--- config.mk ---
export PLATFORM = sky130hd
export DESIGN_NAME = case3_solver
export DESIGN_NICKNAME = d
export VERILOG_FILES = /design/src/rtl/case3_pkg.sv /design/src/rtl/case3_eval.sv /design/src/rtl/case3_solver.sv
export SDC_FILE = /design/constraint.sdc
export NUM_CORES = 1
export LEC_CHECK = 0
export ABC_AREA = 0
export ABC_CLOCK_PERIOD_IN_PS = 4380
export BUFFER_PORTS_ARGS = -buffer_cell sky130_fd_sc_hd__buf_2
export CAP_MARGIN = 10
export CORE_ASPECT_RATIO = 1.75
export CORE_MARGIN = 2
export CORE_UTILIZATION = 50
export CTS_CLUSTER_SIZE = 10
export DETAILED_ROUTE_END_ITERATION = 8
export PLACE_DENSITY = 0.73
export SLEW_MARGIN = 5
export SYNTH_ARGS = -nofsm -noshare
export SYNTH_HDL_FRONTEND = slang
export SYNTH_SLANG_ARGS = --single-unit
--- constraint.sdc ---
create_clock -name clk -period 4.38 [get_ports clk]
set_input_delay 0.438 -clock clk [delete_from_list [all_inputs] [get_ports clk]]
set_output_delay 0.438 -clock clk [all_outputs]
set_load 0.01 [all_outputs]
--- src/rtl/case3_pkg.sv ---
// Shared types and constants for the case3 preimage solver.
package case3_pkg;

  localparam int VEC_W    = 7;
  localparam int N_VEC    = 128;
  localparam int TRIPLE_W = 3;

  typedef enum logic [1:0] {
    ST_IDLE   = 2'd0,
    ST_SEARCH = 2'd1,
    ST_DONE   = 2'd2
  } state_t;

  // Output triple {x,y,z}; x is the MSB.
  typedef struct packed {
    logic x;
    logic y;
    logic z;
  } triple_t;

endpackage

--- src/rtl/case3_eval.sv ---
// Combinational case3 network: seven inputs {a..g} (a = MSB) to the triple {x,y,z}.
module case3_eval
  import case3_pkg::*;
(
  input  logic [VEC_W-1:0] vec_i,
  output triple_t          out_o
);

  logic a, b, c, d, e, f, g;

  assign {a, b, c, d, e, f, g} = vec_i;

  assign out_o.x = a & b & c & d & e;
  assign out_o.y = b | c | (b ^ d ^ f) | (d ^ e ^ f ^ g);
  assign out_o.z = c ^ d ^ (c & e & g) ^ (a & b & e & g);

endmodule

--- src/rtl/case3_solver.sv ---
// Sequential preimage search over all 128 case3 input vectors, with
// first-match or full-sweep counting modes, abort and ack handshake.
module case3_solver
  import case3_pkg::*;
#(
  parameter int CNT_W = 8
) (
  input  logic                clk,
  input  logic                rst,
  input  logic                start,
  input  logic [TRIPLE_W-1:0] target,
  input  logic                cnt_mode,
  input  logic                abort,
  input  logic                ack,
  output logic                ready,
  output logic                busy,
  output logic                valid,
  output logic                found,
  output logic [VEC_W-1:0]    vec,
  output logic [CNT_W-1:0]    count
);

  state_t           state_q,  state_d;
  logic [VEC_W-1:0] idx_q,    idx_d;
  triple_t          target_q, target_d;
  logic             mode_q,   mode_d;
  logic             found_q,  found_d;
  logic [VEC_W-1:0] vec_q,    vec_d;
  logic [CNT_W-1:0] count_q,  count_d;

  triple_t eval_out;
  logic    hit;
  logic    last_idx;

  case3_eval u_eval (
    .vec_i (idx_q),
    .out_o (eval_out)
  );

  assign hit      = (eval_out == target_q);
  assign last_idx = (idx_q == VEC_W'(N_VEC - 1));

  // NOTE: every next-state signal takes its held value first, so no path leaves it unassigned (no latches).
  always_comb begin
    state_d  = state_q;
    idx_d    = idx_q;
    target_d = target_q;
    mode_d   = mode_q;
    found_d  = found_q;
    vec_d    = vec_q;
    count_d  = count_q;

    unique case (state_q)
      ST_IDLE: begin
        if (start) begin
          target_d = triple_t'(target);
          mode_d   = cnt_mode;
          idx_d    = '0;
          found_d  = 1'b0;
          vec_d    = '0;
          count_d  = '0;
          state_d  = ST_SEARCH;
        end
      end

      ST_SEARCH: begin
        if (abort) begin
          idx_d   = '0;
          found_d = 1'b0;
          vec_d   = '0;
          count_d = '0;
          state_d = ST_IDLE;
        end else begin
          if (hit) begin
            if (count_q != '1) count_d = count_q + CNT_W'(1);
            if (!found_q) begin
              found_d = 1'b1;
              vec_d   = idx_q;
            end
          end
          // idx stops at the last vector rather than wrapping.
          if ((hit && !mode_q) || last_idx) state_d = ST_DONE;
          else                              idx_d   = idx_q + VEC_W'(1);
        end
      end

      ST_DONE: begin
        if (ack) state_d = ST_IDLE;
      end

      default: state_d = ST_IDLE;
    endcase
  end

  // NOTE: sequential state uses non-blocking assignments so all registers update together at the edge.
  always_ff @(posedge clk or posedge rst) begin
    if (rst) begin
      state_q  <= ST_IDLE;
      idx_q    <= '0;
      target_q <= '0;
      mode_q   <= 1'b0;
      found_q  <= 1'b0;
      vec_q    <= '0;
      count_q  <= '0;
    end else begin
      state_q  <= state_d;
      idx_q    <= idx_d;
      target_q <= target_d;
      mode_q   <= mode_d;
      found_q  <= found_d;
      vec_q    <= vec_d;
      count_q  <= count_d;
    end
  end

  assign ready = (state_q == ST_IDLE);
  assign busy  = (state_q == ST_SEARCH);
  assign valid = (state_q == ST_DONE);
  assign found = found_q;
  assign vec   = vec_q;
  assign count = count_q;

endmodule
Word-level counts from Yosys, hierarchy flattened. Index checks and enable logic that the tools add are counted.

Bits of input ports: 9. Logic and storage cells: 75. Output and inout bits: 19. Register bits after elaboration: 29.

Muxes and demuxes: 22. Add/sub/neg operators: 2. Reduce and logical (&&, ||, !) cells: 11. Bitwise operators: 19. Equal/unequal tests: 12.

Operators by type and width (count): 7-bit 2-to-1 mux (6); 8-bit 2-to-1 mux (4); 7-bit one-hot mux with 2 select lines (2); 8-bit one-hot mux with 2 select lines (1); 3-bit by 2-bit inequality test with 1-bit output, second input constant (3); 3-bit AND reduction (3); 8-bit by 1-bit adder with 8-bit output, second input constant (1); 1-bit AND (8); 2-bit 2-to-1 mux (4); 8-bit inequality test, second input constant (1); 4-bit AND reduction (2); 1-bit bitwise XOR (8); 7-bit by 1-bit adder with 7-bit output, second input constant (1); 7-bit equality test, second input constant (1); 3-bit inequality test, second input constant (2); 2-bit one-hot mux with 3 select lines (1); 2-bit inequality test, second input constant (2); 3-bit equality test (1); 1-bit 2-to-1 mux (3); 1-bit OR (3); 2-bit by 1-bit equality test with 1-bit output, second input constant (1); 2-bit equality test, second input constant (1); 2-bit zero test (1); 1-bit one-hot mux with 2 select lines (1); 5 further kinds (5).

Depth between registers and ports, before layout. Gate-level depths: netlist of run 1.

Depth after elaboration: 10. Depth in mapped cells: 7. Mapped depth without buffers: 7.

Cells and area by module. A second synthesis of run 1 with hierarchy kept.

Cell total of the unflattened synthesis: 143. Area total of the unflattened synthesis: 1609.0 sq um.

Modules (own cells, without submodules): case3_solver (cells each 134, seq. area each 725.7 sq um, times used 1, area each 1546.5 sq um); case3_eval (cells each 9, seq. area each 0.0 sq um, times used 1, area each 62.6 sq um).

Worst setup path after synthesis of run 1. No wires, ideal clock.

Path type: register -> register. Start: reg idx_q[2]. End: reg vec_q[0], in the netlist vec[0]. Library setup time: 0.122 ns. Data arrival time: 2.158 ns. Period minus slack after synthesis: 2.279 ns. Buffers on the path: 0. Required time: 4.258 ns. Cell stages (with the launch flop): 8. Path slack: 2.101 ns. Cell sequence: dfrtp_1 > ha_1 > xnor2_1 > mux2i_2 > xor2_2 > nor4_4 > nand2b_1 > a32o_1.

Cells in the longest elaborated chain, start to end: 7. Elaborated cells between the ends (all ways): 14. Classes of those cells: eq/ne (2); bitwise (11); reduce/logical (1).

Ends and longest elaborated chain: start, declared (line case3_solver.sv:24) `logic [VEC_W-1:0] idx_q, idx_d;`; start signal, assigned (line case3_solver.sv:107) `idx_q <= idx_d;`; 1-bit AND or 1-bit bitwise XOR (tied branches) (2 in series) (line case3_eval.sv:15, case3_eval.sv:14); 1-bit bitwise XOR (on tied branches) (line case3_eval.sv:15, case3_eval.sv:14); 1-bit bitwise XOR or 1-bit OR (tied branches) (line case3_eval.sv:15, case3_eval.sv:14); 3-bit equality test * (line case3_solver.sv:40) `assign hit = (eval_out == target_q);`; 3-bit by 2-bit inequality test with 1-bit output (no source line) *; 4-bit AND reduction (no source line) *; end signal, assigned (line case3_solver.sv:111) `vec_q <= vec_d;`; end, declared (line case3_solver.sv:28) `logic [VEC_W-1:0] vec_q, vec_d;`.

Mark *: on every way between the ends. The rest lies on a longest branch, timed or not. A chain may end at the register's enable or synchronous reset.

Worst setup path after layout of run 1.
Start: reg idx_q[2]. End: reg vec_q[3], in the netlist vec[3].

Same word-level chain as after synthesis.

==> flow_metrics.tcl, run 1 <==
set metrics [dict create \
    viasPerCell 6.00 \
    use_met2_pct 43.5 \
    finalHoldViolCount 0 \
    ys.warnings.count 0 \
    timing.hold.ws_ns 0.108 \
    place_ws_ns 1.78 \
    cts_resized 0 \
    synth_area_leaders "dfrtp_1, a32o_1, nand2_1, ha_1, mux2_2" \
    synth-async-reset-ratio_pct 100 \
    maxCapViolations 0 \
    numPortBuffers 27 \
    worst_pin_slew_ns 0.664 \
    syn_avg_cell_area_sq_um 10.3 \
    post-route-period-util_pct 60.2 \
    synth_most_common_cell "dfrtp_1" \
    yosys.cell_types.count 47 \
    max_freq_mhz 379 \
    synth-main-ff-cell "dfrtp_1" \
    nets 197 \
    grtUsageTotal_pct 24.1 \
    start_kind "flop" \
    p_leak_nw 0.860 \
    gp_routability_congestion 0.895 \
    post-route-drc-count 0 \
    netlist.area_leader.share_pct 45.8 \
    firstDrtPassIters 4 \
    grt_pass1_wl_um 6370 \
    clock_skew_ns 0.00903 \
    start_util_pct 51.6 \
    synth_edf_count 0 \
    grt_antenna_before_repair 0 \
    slew_viol_final 0 \
    cts.root.buffer_cell "clkbuf_8" \
    wirelength_um 3720 \
    cts.sinks 29 \
    grt_pass1_vias 1360 \
    post_cts_buffers 0 \
    antenna_left 0 \
    setup_tns_ns 0 \
    dp_hpwl_um 2810 \
    cts_tree "done" \
    via_count 1363 \
    setup_ws_ns 1.74 \
    syn_to_final_growth_pct 18.9 \
    diodes 0 \
    grt_max_degree 30 \
    die_area_sq_um 3650 \
    cts_buffer_depth 2 \
    synth_nets 167 \
    rows 27 \
    core_area_sq_um 3070 \
    worstSkewPairLatency_ns 0.28 \
    met1_usage_pct 26.4 \
    synth_seq_cells 29 \
    fillers 255 \
    grt_setup_unrepaired "no" \
    worst_slew_margin_rel_pct 55.3 \
    synth_common_cells "dfrtp_1, nand2_1, nor2_1" \
    crit_type "flop to flop" \
    arrival_ns 2.80 \
    outcome "finished clean" \
    grt_overflow_total 0 \
    period_minus_slack_ns 2.64 \
    cp_max_fo 9 \
    synth-seq-area-share_pct 45.8 \
    end_kind "flop" \
    die_y_um 78.5 \
    cts_buffers 5 \
    drive_gt1_share_pct 23.9 \
    cts.clk_slew.worst_paths_ns 0.06 \
    power-per-cell-area_nw_per_um2 509 \
    finalSetupViolations 0 \
    die_width_um 46.6 \
    drt_iter0_markers 32 \
    synth_area_sq_um 1590 \
    cts_hold_buf 0 \
    synth_cells 154 \
    routedWlPerCell_um 16.4 \
    grtUsageMet3_pct 4.83 \
    vdd_ir_drop_max_mv 0.296 \
    required_ns 4.55 \
    yosysTopAreaCell "dfrtp_1" \
    busiest_layer "met2" \
    h-tree-depth 2 \
    pin_count 28 \
    hp-class "input pin to asynchronous set/reset pin" \
]
worst paths after layout:
check                                     startpoint                   end  slack, ns  cells past startpoint
worst max-delay path            idx_q[2]$_DFFE_PP0P_    vec[3]$_DFFE_PP0P_       1.74                      7
worst min-delay path                             rst    vec[4]$_DFFE_PP0P_       0.11                      2
worst max register to register  idx_q[2]$_DFFE_PP0P_    vec[3]$_DFFE_PP0P_       1.74                      7
worst min register to register    vec[4]$_DFFE_PP0P_    vec[4]$_DFFE_PP0P_       0.53                      1
max in group asynchronous                        rst  count[5]$_DFFE_PP0P_       3.83                      3
min in group clk                            cnt_mode    mode_q$_DFFE_PP0P_       0.37                      3
cells in the final DEF, fill, tap and decap left out, types with 2 or more instances in the layout:
master,Yosys,routed
dfrtp_1,29,29
buf_2,1,27
nand2_1,18,18
nor2_1,9,9
nand3_1,8,8
a32o_1,7,7
inv_1,5,5
xnor2_1,5,5
clkbuf_8,0,5
nor2b_1,4,4
a21oi_1,4,4
nand4_1,4,4
o21ai_0,4,4
mux2_2,4,4
ha_1,4,4
xor2_1,3,3
o211ai_1,3,3
o22ai_1,3,3
or4_1,3,3
nand2b_1,2,2
and2_1,2,2
a311oi_1,2,2
nor3_1,2,2
o311ai_0,2,2
per-stage QoR:
step | power (W) | area, sq um | util (%) | std cells
6_report | 0.000960 | 1890 | 61.3 | 227
5_1_grt | 0.00102 | 1890 | 61.3 | 227
4_1_cts | 0.000963 | 1860 | 60.4 | 226
3_5_place_dp | 0.000697 | 1750 | 57.1 | 219
3_3_place_gp | 0.000687 | 1750 | 57.1 | 219
2_1_floorplan | 0.000610 | 1590 | - | 154
kinds of logic after synthesis:
group	share of synthesized area, %
mux	4.34
compound gates	15.9
flops	45.8
xor+xnor	5.45
buf+inv	2.45
fa+ha+maj	3.16
simple gates	22.9
power breakdown:
| group | total, W | leakage (nW) | switching (W) | internal (W) |
|---|---|---|---|---|
| Combinational | 0.000336 | 0.412 | 0.000210 | 0.000126 |
| Sequential | 0.000360 | 0.393 | 0.0000534 | 0.000307 |
| Clock | 0.000263 | 0.0540 | 0.0000981 | 0.000165 |
per-layer routing:
| layer | wire [um] | vias up | share of wire, % |
|---|---|---|---|
| li1 | - | 633 | - |
| met1 | 1330 | 688 | 36 |
| met3 | 141 | 5 | 3.8 |
| met2 | 2200 | 37 | 59 |
| met4 | 55 | 0 | 1.5 |
| met5 | 0 | - | 0 |
worst max-delay path, stage by stage (launching register included):
cell      delay (ns)
dfrtp_1         0.46
ha_1            0.34
xnor2_1         0.20
mux2i_2         0.33
xor2_2          0.15
nor4_4          0.42
nand2b_1        0.29
a32o_1          0.33
final cells by class:
cell class	count	area, sq um	share of cell area, %
Sequential cell	29	726	38.5
Tap cell	43	53.8	2.85
Multi-Input combinational cell	115	821	43.5
Timing Repair Buffer	28	163	8.63
Inverter	5	18.8	0.995
Clock buffer	5	68.8	3.65
Clock inverter	2	35.0	1.86
flip-flops by register name, indices dropped and copies added (netlist names):
name,flops
count,8
idx_q,7
vec,7
target_q,3
state_q,2
found,1
mode_q,1
No activity file was read; power rests on OpenSTA's default activity.
==> run 2, diff against run 1 <==
--- a/config.mk
+++ b/config.mk
@@ -6,15 +6,15 @@
 export NUM_CORES = 1
 export LEC_CHECK = 0
 export ABC_AREA = 0
-export ABC_CLOCK_PERIOD_IN_PS = 4380
+export ABC_CLOCK_PERIOD_IN_PS = 2200
 export BUFFER_PORTS_ARGS = -buffer_cell sky130_fd_sc_hd__buf_2
 export CAP_MARGIN = 10
 export CORE_ASPECT_RATIO = 1.75
 export CORE_MARGIN = 2
-export CORE_UTILIZATION = 50
+export CORE_UTILIZATION = 49
 export CTS_CLUSTER_SIZE = 10
 export DETAILED_ROUTE_END_ITERATION = 8
-export PLACE_DENSITY = 0.73
+export PLACE_DENSITY = 0.74
 export SLEW_MARGIN = 5
 export SYNTH_ARGS = -nofsm -noshare
 export SYNTH_HDL_FRONTEND = slang
==> constraint.sdc (replaced) <==
create_clock -name clk -period 2.2 [get_ports clk]
set_input_delay 0.22 -clock clk [delete_from_list [all_inputs] [get_ports clk]]
set_output_delay 0.22 -clock clk [all_outputs]
set_load 0.01 [all_outputs]
==> flow_metrics.tcl, run 2 (synthesis results as in run 1) <==
set metrics [dict create \
    max_freq_mhz 414 \
    wirelength_um 4250 \
    outcome "complete, but fails checks" \
    violations "hold timing, setup timing" \
    start_kind "flop" \
    required_ns 2.42 \
    post-route-drc-count 0 \
    grtUsageTotal_pct 26.6 \
    slew_viol_final 0 \
    arrival_ns 2.64 \
    routedWlPerCell_um 16.7 \
    pin_count 28 \
    setup_tns_ns -1.49 \
    drt_iter0_markers 25 \
    finalSetupViolations 18 \
    finalHoldViolCount 24 \
    timing.hold.ws_ns -0.00881 \
    cts_buffer_depth 2 \
    antenna_left 0 \
    numPortBuffers 27 \
    gp_routability_congestion 0.882 \
    p_leak_nw 1.01 \
    cts.clk_slew.worst_paths_ns 0.06 \
    largest_register_ffs 8 \
    clock_skew_ns 0.00725 \
    worst_pin_slew_ns 0.531 \
    grt_antenna_before_repair 0 \
    h-tree-depth 2 \
    firstDrtPassIters 4 \
    diodes 0 \
    maxCapViolations 0 \
    grt_overflow_total 0 \
    period_minus_slack_ns 2.41 \
    cts.root.buffer_cell "clkbuf_8" \
    grt_setup_unrepaired "yes" \
    grt_pass1_wl_um 7020 \
    layout_common_cells "dfrtp_1, buf_4, buf_2" \
    cts_hold_buf 0 \
    cp_max_fo 4 \
    viasPerCell 5.88 \
    core_area_sq_um 3110 \
    reg2reg_depth 8 \
    end_kind "flop" \
    cts.sinks 29 \
    setup_ws_ns -0.215 \
    cts_tree "done" \
    drive_gt1_share_pct 40.6 \
    via_count 1499 \
    worst_slew_margin_rel_pct 64.5 \
    die_y_um 79.2 \
    dp_hpwl_um 3200 \
    nets 224 \
    power-per-cell-area_nw_per_um2 1000 \
    die_width_um 47.0 \
    rows 27 \
    hp-class "input pin to asynchronous set/reset pin" \
    grt_max_degree 30 \
    post-route-period-util_pct 110 \
    cts_buffers 5 \
    worstSkewPairLatency_ns 0.28 \
    syn_to_final_growth_pct 36.9 \
    crit_type "flop to flop" \
    grt_pass1_vias 1530 \
    start_util_pct 51.0 \
    die_area_sq_um 3720 \
    vdd_ir_drop_max_mv 0.734 \
]
-- run 2: cell type report --
class / instances / area, sq um
Clock buffer: 7 / 96.3
Clock inverter: 1 / 5.00
Fill cell: 237 / 937
Inverter: 5 / 18.8
Multi-Input combinational cell: 115 / 925
Sequential cell: 29 / 727
Tap cell: 43 / 53.8
Timing Repair Buffer: 55 / 345
-- run 2: metal layers --
metal	vias to the layer above	share of wire, %	global-route usage (%)
li1	691	-	-
met1	720	33	28.8
met2	61	58	45.8
met3	27	3.6	5.45
met4	0	5.4	13.9
met5	-	0	0
-- run 2: per-stage QoR --
step	utilization (%)	cells	total power [W]	setup slack (ns)	instance area, sq um
2_1_floorplan	-	154	0.00122	-0.0533	1590
3_3_place_gp	62.2	242	0.00148	-0.354	1930
3_5_place_dp	62.2	242	0.00152	-0.381	1930
4_1_cts	69.1	254	0.00218	-0.161	2150
5_1_grt	69.8	255	0.00230	-0.243	2170
6_report	69.8	255	0.00218	-0.215	2170
-- run 2: timing repair --
| item | in CTS | in global routing |
|---|---|---|
| endpoints found under the setup margin | 24 | 24 |
| gates resized for setup | 14 | 4 |
| gates cloned | 0 | 0 |
| hold endpoints to repair | 0 | 0 |
| pin swaps | 14 | 1 |
| setup buffers | 4 | 2 |
-- run 2: power breakdown --
part           internal, W  switching, W  total (W)  leakage [nW]
sequential        0.000611      0.000104   0.000715         0.391
clock             0.000282      0.000198   0.000480        0.0542
combinational     0.000447      0.000536   0.000983         0.562
total              0.00134      0.000838    0.00218          1.01
-- run 2: worst max-delay path, cell delays in order (launching register included) --
cell and delay (ns):
dfrtp_2 0.45, ha_4 0.25, xnor2_4 0.21, mux2i_4 0.31, xor2_2 0.32, nor4_4 0.10
buf_4 0.16, or4_1 0.45, nand3_1 0.09
-- run 2: path summary, 6_finish.rpt --
path,start,end,slack (ns)
min,rst,found$_DFFE_PP0P_,-0.009
min in group clk,cnt_mode,mode_q$_DFFE_PP0P_,0.16
max,idx_q[3]$_DFFE_PP0P_,idx_q[5]$_DFFE_PP0P_,-0.21
max reg2reg,idx_q[3]$_DFFE_PP0P_,idx_q[5]$_DFFE_PP0P_,-0.21
min reg2reg,vec[3]$_DFFE_PP0P_,vec[3]$_DFFE_PP0P_,0.53
max in group asynchronous,rst,idx_q[3]$_DFFE_PP0P_,1.92
==> run 3, diff against run 2 <==
--- a/config.mk
+++ b/config.mk
@@ -5,16 +5,16 @@
 export SDC_FILE = /design/constraint.sdc
 export NUM_CORES = 1
 export LEC_CHECK = 0
-export ABC_AREA = 0
+export ABC_AREA = 1
 export ABC_CLOCK_PERIOD_IN_PS = 2200
 export BUFFER_PORTS_ARGS = -buffer_cell sky130_fd_sc_hd__buf_2
 export CAP_MARGIN = 10
 export CORE_ASPECT_RATIO = 1.75
 export CORE_MARGIN = 2
-export CORE_UTILIZATION = 49
+export CORE_UTILIZATION = 50
 export CTS_CLUSTER_SIZE = 10
 export DETAILED_ROUTE_END_ITERATION = 8
-export PLACE_DENSITY = 0.74
+export PLACE_DENSITY = 0.75
 export SLEW_MARGIN = 5
 export SYNTH_ARGS = -nofsm -noshare
 export SYNTH_HDL_FRONTEND = slang
==> flow_metrics.tcl, run 3 <==
set metrics [dict create \
    finalHoldViolCount 14 \
    maxCapViolations 0 \
    seq_area_sq_um 726 \
    drive_gt1_share_pct 26.7 \
    die_width_um 49.1 \
    gp_routability_congestion 0.848 \
    worst_slew_margin_rel_pct 74.8 \
    multi_input_area_sq_um 931 \
    post-route-drc-count 0 \
    layout_common_cells "nand2_1, dfrtp_1, buf_2" \
    layout.cells.non_filler 307 \
    nets 274 \
    synth_most_common_cell "nand2_1" \
    pin_count 28 \
    synth_cells 227 \
    wl_met3_um 137 \
    cts.sinks 29 \
    worst_pin_slew_ns 0.378 \
    rows 28 \
    cts_buffers 5 \
    setup_tns_ns 0 \
    syn_avg_cell_area_sq_um 7.85 \
    yosys.cell_types.count 33 \
    cts.clk_slew.worst_paths_ns 0.07 \
    synth_edf_count 0 \
    cts_buffer_depth 2 \
    path_cells "ha_1 > inv_1 > nand2_1 > nand2_1 > nand4_1 > a21oi_4 > nand2_2 > nand2_4 > nand3_4 > nand2_1 > o21ai_2" \
    start_util_pct 52.4 \
    wl_met1_um 1470 \
    fillers 344 \
    required_ns 2.37 \
    clock_skew_ns 0.00412 \
    cts_tree "done" \
    numPortBuffers 27 \
    final_common_cell "nand2_1" \
    firstDrtPassIters 4 \
    max_freq_mhz 508 \
    ys.warnings.count 0 \
    viasPerCell 5.08 \
    synth_area_sq_um 1780 \
    die_y_um 83.0 \
    synth_common_cells "nand2_1, dfrtp_1, nor2_1" \
    timing.hold.ws_ns -0.00326 \
    grt_pass1_wl_um 6400 \
    cts_resized 0 \
    routedWlPerCell_um 12.1 \
    largest_register_ffs 8 \
    critPathTopFamily "simple AND/OR/NAND/NOR gates" \
    p_leak_nw 1.06 \
    drt_iter0_markers 23 \
    wl_met2_um 2000 \
    cp.buffers_inverters 1 \
    power-per-cell-area_nw_per_um2 915 \
    via_count 1561 \
    wirelength_um 3720 \
    crit_type "flop to flop" \
    grt_antenna_before_repair 0 \
    yosysTopAreaCell "dfrtp_1" \
    netlist.area_leader.share_pct 40.7 \
    grt_max_degree 30 \
    vdd_ir_drop_max_mv 0.698 \
    worstSkewPairLatency_ns 0.28 \
    h-tree-depth 2 \
    synth_nets 240 \
    post-route-period-util_pct 89.5 \
    synth-async-reset-ratio_pct 100 \
    outcome "complete, but fails checks" \
    synth_area_leaders "dfrtp_1, nand2_1, nand3_1, nor2_1, inv_1" \
    violations "hold timing" \
    dp_hpwl_um 2800 \
    diodes 0 \
    period_minus_slack_ns 1.97 \
    core_area_sq_um 3400 \
    slew_viol_final 0 \
    synth_seq_cells 29 \
    cp_slowest_stage_delay_ns 0.45 \
    end_kind "flop" \
    cts.root.buffer_cell "clkbuf_8" \
    syn_to_final_growth_pct 15.0 \
    cp_max_fo 14 \
    start_kind "flop" \
    arrival_ns 2.14 \
    cts_hold_buf 0 \
    crit_top_cell "nand2_1" \
    grt_setup_unrepaired "no" \
    grt_overflow_total 0 \
    finalSetupViolations 0 \
    grt_pass1_vias 1453 \
    antenna_left 0 \
    die_area_sq_um 4080 \
    cp_slowest_cell "dfrtp_1" \
    post_cts_buffers 0 \
    grtUsageTotal_pct 20.0 \
    synth-seq-area-share_pct 40.7 \
    hp-class "input pin to asynchronous set/reset pin" \
    synth-main-ff-cell "dfrtp_1" \
    top_layer_used "met4" \
    place_inst 299 \
]
==> run 3: through the flow <==
| step | hold WS, ns | area [sq um] | utilization (%) | total power [W] | setup slack, ns |
|---|---|---|---|---|---|
| final | -0.00326 | 2050 | 60.3 | 0.00187 | 0.230 |
| after global routing | 0.0335 | 2050 | 60.3 | 0.00200 | 0.0458 |
| after CTS | 0.00575 | 2050 | 60.3 | 0.00189 | 0.222 |
| after detailed placement | 0.310 | 1960 | 57.8 | 0.00145 | 0.228 |
| after global placement | 0.308 | 1960 | 57.8 | 0.00143 | 0.277 |
| after floorplan | 0.298 | 1780 | - | 0.00133 | 0.382 |
==> run 3: area by class of cell <==
| class | instances | share of cell area (%) |
|---|---|---|
| clock inverters | 3 | 0.855 |
| flip-flops and latches | 29 | 35.4 |
| clock buffers | 5 | 3.36 |
| repair buffers | 30 | 7.69 |
| multi-input cells | 171 | 45.4 |
| inverters | 24 | 4.52 |
| well taps | 45 | 2.75 |
==> run 3: logic make-up (layout without fill, tap and decap cells) <==
group / count (synthesis) / after routing / synth area share (%)
XOR/XNOR: 4 / 4 / 1.97
flip-flops: 29 / 29 / 40.7
buffers and inverters: 27 / 62 / 7.02
multiplexers: 1 / 1 / 0.632
AO/OA/AOI/OAI: 19 / 19 / 7.94
adder cells (fa/ha/maj): 4 / 4 / 2.81
AND/OR/NAND/NOR: 143 / 143 / 38.9
==> run 3: routing by layer <==
| layer | GRT usage (%) | vias to the layer above |
|---|---|---|
| li1 | - | 796 |
| met1 | 21.2 | 722 |
| met2 | 36.0 | 33 |
| met3 | 4.86 | 10 |
| met4 | 8.83 | 0 |
| met5 | 0 | - |
==> run 3: path summary, 6_finish.rpt <==
kind | from | depth (start not counted) | to | slack (ns)
worst max-delay path | idx_q[3]$_DFFE_PP0P_ | 11 | count[5]$_DFFE_PP0P_ | 0.23
worst max register to register | idx_q[3]$_DFFE_PP0P_ | 11 | count[5]$_DFFE_PP0P_ | 0.23
worst min register to register | vec[5]$_DFFE_PP0P_ | 2 | vec[5]$_DFFE_PP0P_ | 0.50
max in group asynchronous | rst | 3 | found$_DFFE_PP0P_ | 1.93
worst min-delay path | rst | 3 | count[5]$_DFFE_PP0P_ | -0.003
min in group clk | target[1] | 2 | target_q[1]$_DFFE_PP0P_ | 0.16
==> run 3: power by group <==
part	switching [W]	internal (W)	total, W
Clock	0.000217	0.000218	0.000435
Combinational	0.000562	0.000214	0.000776
Sequential	0.0000623	0.000601	0.000663
==> run 3: tightest hold or removal path, cell delays in order <==
cell,delay [ns]
buf_2,0.09
inv_1,0.04
buf_4,0.34
